===== src/rtl/adc_share_pkg.sv =====
// Shared types and constants for the shared-converter scheduler.
package adc_share_pkg;

  // Scheduler FSM states
  typedef enum logic [1:0] {
    IDLE,
    S_REQ,
    S_REL,
    S_ACK
  } state_t;

  // Channel indices as driven on adc_sel
  localparam logic CH0 = 1'b0;
  localparam logic CH1 = 1'b1;

  // Default converter data width
  localparam int W_DEF = 4;

endpackage


===== src/rtl/rr_arb2.sv =====
// Two-input round-robin arbiter. The pointer names the preferred channel
// under contention and toggles only when a contended grant is taken.
module rr_arb2
  import adc_share_pkg::*;
(
  input  logic       clock,
  input  logic       reset_,
  input  logic [1:0] req,
  input  logic       update,
  output logic [1:0] grant
);

  logic ptr;

  // One-hot grant; contention resolved by the pointer
  always_comb begin
    grant = 2'b00;
    case (req)
      2'b01:   grant = 2'b01;
      2'b10:   grant = 2'b10;
      2'b11:   grant = (ptr == CH1) ? 2'b10 : 2'b01;
      default: grant = 2'b00;
    endcase
  end

  // Pointer moves away from the winner of a contended grant
  always_ff @(posedge clock or posedge reset_) begin
    if (reset_)
      ptr <= CH0;
    else if (update && (req == 2'b11))
      ptr <= ~ptr;
  end

endmodule


===== src/rtl/adc_share_sched.sv =====
// Shares one soc/eoc converter between two requester channels.
// Optional macro ADC_TIMEOUT_EN adds a per-phase watchdog with sticky err.
module adc_share_sched
  import adc_share_pkg::*;
#(
  parameter int W           = W_DEF,
  parameter int TIMEOUT_CYC = 64
) (
  input  logic                clock,
  input  logic                reset_,
  input  logic                soc_0,
  output logic                eoc_0,
  output logic signed [W-1:0] v_0,
  input  logic                soc_1,
  output logic                eoc_1,
  output logic signed [W-1:0] v_1,
  output logic                adc_soc,
  input  logic                adc_eoc,
  input  logic signed [W-1:0] adc_v,
  output logic                adc_sel,
  output logic                err
);

  state_t     state, state_nx;
  logic       g;
  logic [1:0] grant;
  logic       grant_en;
  logic       soc_g;
  logic       tmo_hit;

  assign grant_en = (state == IDLE) && (|grant);
  assign soc_g    = (g == CH1) ? soc_1 : soc_0;
  assign adc_soc  = (state == S_REQ);

  rr_arb2 u_arb (
    .clock  (clock),
    .reset_ (reset_),
    .req    ({soc_1, soc_0}),
    .update (grant_en),
    .grant  (grant)
  );

`ifdef ADC_TIMEOUT_EN
  localparam int CW = $clog2(TIMEOUT_CYC + 1);
  logic [CW-1:0] cnt;
  logic          expire;

  assign expire  = (cnt == CW'(TIMEOUT_CYC - 1));
  assign tmo_hit = expire && (((state == S_REQ) && adc_eoc) ||
                              ((state == S_REL) && !adc_eoc));

  // Phase cycle counter, restarted on every state change
  always_ff @(posedge clock or posedge reset_) begin
    if (reset_)
      cnt <= '0;
    else if ((state != state_nx) || !((state == S_REQ) || (state == S_REL)))
      cnt <= '0;
    else
      cnt <= cnt + 1'b1;
  end

  // Sticky timeout flag
  always_ff @(posedge clock or posedge reset_) begin
    if (reset_)
      err <= 1'b0;
    else if (tmo_hit)
      err <= 1'b1;
  end
`else
  assign tmo_hit = 1'b0;
  assign err     = 1'b0;
`endif

  // State register
  always_ff @(posedge clock or posedge reset_) begin
    if (reset_)
      state <= IDLE;
    else
      state <= state_nx;
  end

  // Next-state logic; a stray adc_eoc edge only matters in the state awaiting it
  always_comb begin
    state_nx = state;
    case (state)
      IDLE:    if (|grant) state_nx = S_REQ;
      S_REQ:   if (!adc_eoc || tmo_hit) state_nx = (adc_eoc) ? S_ACK : S_REL;
      S_REL:   if (adc_eoc || tmo_hit) state_nx = S_ACK;
      S_ACK:   if (!soc_g) state_nx = IDLE;
      default: state_nx = IDLE;
    endcase
  end

  // Grant latch, channel select, requester eoc and held result buses
  always_ff @(posedge clock or posedge reset_) begin
    if (reset_) begin
      g       <= CH0;
      adc_sel <= CH0;
      eoc_0   <= 1'b1;
      eoc_1   <= 1'b1;
      v_0     <= '0;
      v_1     <= '0;
    end else begin
      case (state)
        IDLE: begin
          if (|grant) begin
            g       <= grant[1];
            adc_sel <= grant[1];
            if (grant[1]) eoc_1 <= 1'b0;
            else          eoc_0 <= 1'b0;
          end
        end
        S_REL: begin
          if (adc_eoc) begin
            if (g == CH1) v_1 <= adc_v;
            else          v_0 <= adc_v;
          end
        end
        S_ACK: begin
          if (!soc_g) begin
            if (g == CH1) eoc_1 <= 1'b1;
            else          eoc_0 <= 1'b1;
          end
        end
        default: ;
      endcase
      // An abandoned conversion returns zero to the requester
      if (tmo_hit) begin
        if (g == CH1) v_1 <= '0;
        else          v_0 <= '0;
      end
    end
  end

endmodule

===== config.mk =====
export PLATFORM = sky130hd
export DESIGN_NAME = adc_share_sched
export DESIGN_NICKNAME = d
export VERILOG_FILES = /design/src/rtl/adc_share_pkg.sv /design/src/rtl/rr_arb2.sv /design/src/rtl/adc_share_sched.sv
export SDC_FILE = /design/constraint.sdc
export NUM_CORES = 1
export LEC_CHECK = 0
export ABC_AREA = 1
export CAP_MARGIN = 30
export CORE_MARGIN = 2
export CORE_UTILIZATION = 40
export DETAILED_ROUTE_END_ITERATION = 12
export PLACE_DENSITY = 0.69
export SYNTH_ARGS = -nofsm -noshare
export SYNTH_HDL_FRONTEND = slang
export SYNTH_HIERARCHICAL = 1
export SYNTH_SLANG_ARGS = --single-unit

===== constraint.sdc =====
create_clock -name clock -period 1.6 [get_ports clock]
set_input_delay 0.4 -clock clock [delete_from_list [all_inputs] [get_ports clock]]
set_output_delay 0.4 -clock clock [all_outputs]
set_load 0.03 [all_outputs]

==> out/metrics.yaml <==
clk_pin_slew_worst_paths_ns: 0.07
synth-xor-area-share: 0
clockBufferDepth: 2
fin_crit_ns: 1.51
drt_iter0_drc: 8
dp_slack_ns: -0.251
cts_tree: "yes"
ys_seq_area_frac: 0.452
num_vias: 648
yosys_warnings: 6
die_h_um: 48.2
synth.avg_cell_area_um2: 8.13
p_leak_nw: 0.554
synth_top_family_by_area: "simple AND/OR/NAND/NOR gates"
yosys-mux-area-fraction: 0
io_pins: 22
ys_types: 20
dp_hpwl_um: 1170
antenna_cells: 0
critPathLaunchType: "register"
synthAdderAreaFrac: 0.0801
area_growth_pct: 30.9
gp_congestion: 0.803
die-area_um2: 2320
max_freq_mhz: 663
final-hold-violation-count: 0
cts_buffers: 3
skew_ns: 0.000702
slew_viol_final: 0
post-cts-setup-buffer-count: 0
tns_ns: 0
core_area_um2: 1780
p_total_mw: 1.96
routed_wl_um: 1490
synth_area_um2: 781
h-tree-depth: 1
setup_viol: 0
drive_above_1_share: 0.176
synth-seq-cells: 14
crit_arrival_ns: 1.11
holdWs_ns: 0.291
cts.sinks: 14
root_buffer: "clkbuf_4"
rsz0062_at_grt: "no"
yosys.area_share.simple: 0.282
syn_nets: 110
num-nets-final: 135
drtPass1Iterations: 4
post_drt_wl_per_cell_um: 10.3
status: "complete, no violations"
routed_via_density: 4.50
postPlaceCellArea_um2: 1010
drcViolationCount: 0
synth_compound_area_frac: 0.0946
grt_first_pass_wirelength_um: 2380
hold_buffers: 0
peakVddDrop_v: 0.00113
placementRows: 15
endpoint_kind: "primary output"
grt_pass1_vias: 601
grt-ovfl-total: 0
worstPathRequired_ns: 1.20
dp.cells: 141
io_buffers: 20
drv_cap: 0
final_cell_mix: "nand2_1 (28), inv_1 (15), dfrtp_1 (11)"
fin_crit_sh: 0.943
p_per_area_nw_per_um2: 1920
insertion_delay_ns: 0.26
path_class: "reg2out"
antenna_found_initial: 0
grt_max_degree: 14
worst_slack_ns: 0.0908
ant_nets: 0
die_w_um: 48.2
hp-class: "in2async"
finalCoreUtilization: 0.573
final_common_cell: "nand2_1"
syn_inst: 96
fin_cells: 144
initial_core_util: 0.438
finish.instance_area_um2: 1020
grt_use_total: 0.145
path_max_fanout: 5
[flip-flops by register name, indices dropped and copies added, names as in the netlist]
register	flops
v_0	4
v_1	4
state	2
eoc_0	1
eoc_1	1
g	1
u_arb/ptr	1
[synth_stat cells]
| cell type | number | area, µm² |
|---|---|---|
| nand3_4 | 1 | 17.5 |
| nand3_2 | 1 | 10.0 |
| nand4_1 | 3 | 18.8 |
| nand2_1 | 28 | 105 |
| dfrtp_1 | 12 | 300 |
| ha_1 | 5 | 62.6 |
| o21ai_0 | 9 | 45.0 |
| inv_1 | 15 | 56.3 |
| o21ai_1 | 1 | 5.00 |
| nor2_1 | 2 | 7.51 |
| a21boi_1 | 2 | 15.0 |
| inv_2 | 1 | 3.75 |
| dfstp_2 | 2 | 52.6 |
| nor2_2 | 2 | 12.5 |
| or2_2 | 1 | 6.26 |
| buf_4 | 1 | 7.51 |
| nand2_2 | 2 | 12.5 |
| conb_1 | 1 | 3.75 |
| a21oi_2 | 1 | 8.76 |
| nand3_1 | 6 | 30.0 |
[timing repair]
item	4_1_cts	5_1_grt
cloned	0	0
gates resized for setup	13	6
endpoints found under the setup margin	11	8
[cell type report]
| type | count | area [µm²] |
|---|---|---|
| inverter | 16 | 60.1 |
| fill | 164 | 761 |
| clock buffer | 3 | 22.5 |
| timing repair buffer | 21 | 186 |
| tap | 25 | 31.3 |
| sequential | 14 | 354 |
| multi-input combinational | 65 | 368 |
[cell families (layout without fill, tap and decap cells)]
family,after synthesis,after routing
flip-flops,14,14
adder cells (fa/ha/maj),5,5
buffers and inverters,17,40
AO/OA/AOI/OAI,13,13
AND/OR/NAND/NOR,46,46
other,1,1
[power breakdown]
group / switching, mW / leakage, nW / internal (mW)
clock network: 0.0940 / 0.0138 / 0.0869
logic: 0.741 / 0.370 / 0.401
registers: 0.107 / 0.169 / 0.535
total: 0.942 / 0.554 / 1.02
[critical path: stages, from the launching register on]
cell     delay (ns)
dfrtp_2        0.44
inv_1          0.09
ha_1           0.16
buf_4          0.16
[routing by layer]
metal / wire length [µm] / vias to the layer above / track usage
met5: 0 / - / 0
met4: 0 / 0 / 0.0270
met3: 74 / 0 / 0.0556
met2: 715 / 19 / 0.253
met1: 696 / 284 / 0.171
li1: - / 345 / -
[worst paths after layout]
path / startpoint / end / slack (ns) / cells past startpoint
max: state[1] / adc_soc / 0.09 / 3
min: reset_ / u_arb/ptr / 0.29 / 2
max reg2reg: state[0] / state[0] / 0.20 / 8
min reg2reg: eoc_1 / eoc_1 / 0.47 / 2
max in group asynchronous: reset_ / state[1] / 0.77 / 2
min in group clock: eoc_1 / eoc_1 / 0.47 / 2
(Power assumes the default switching activity.)
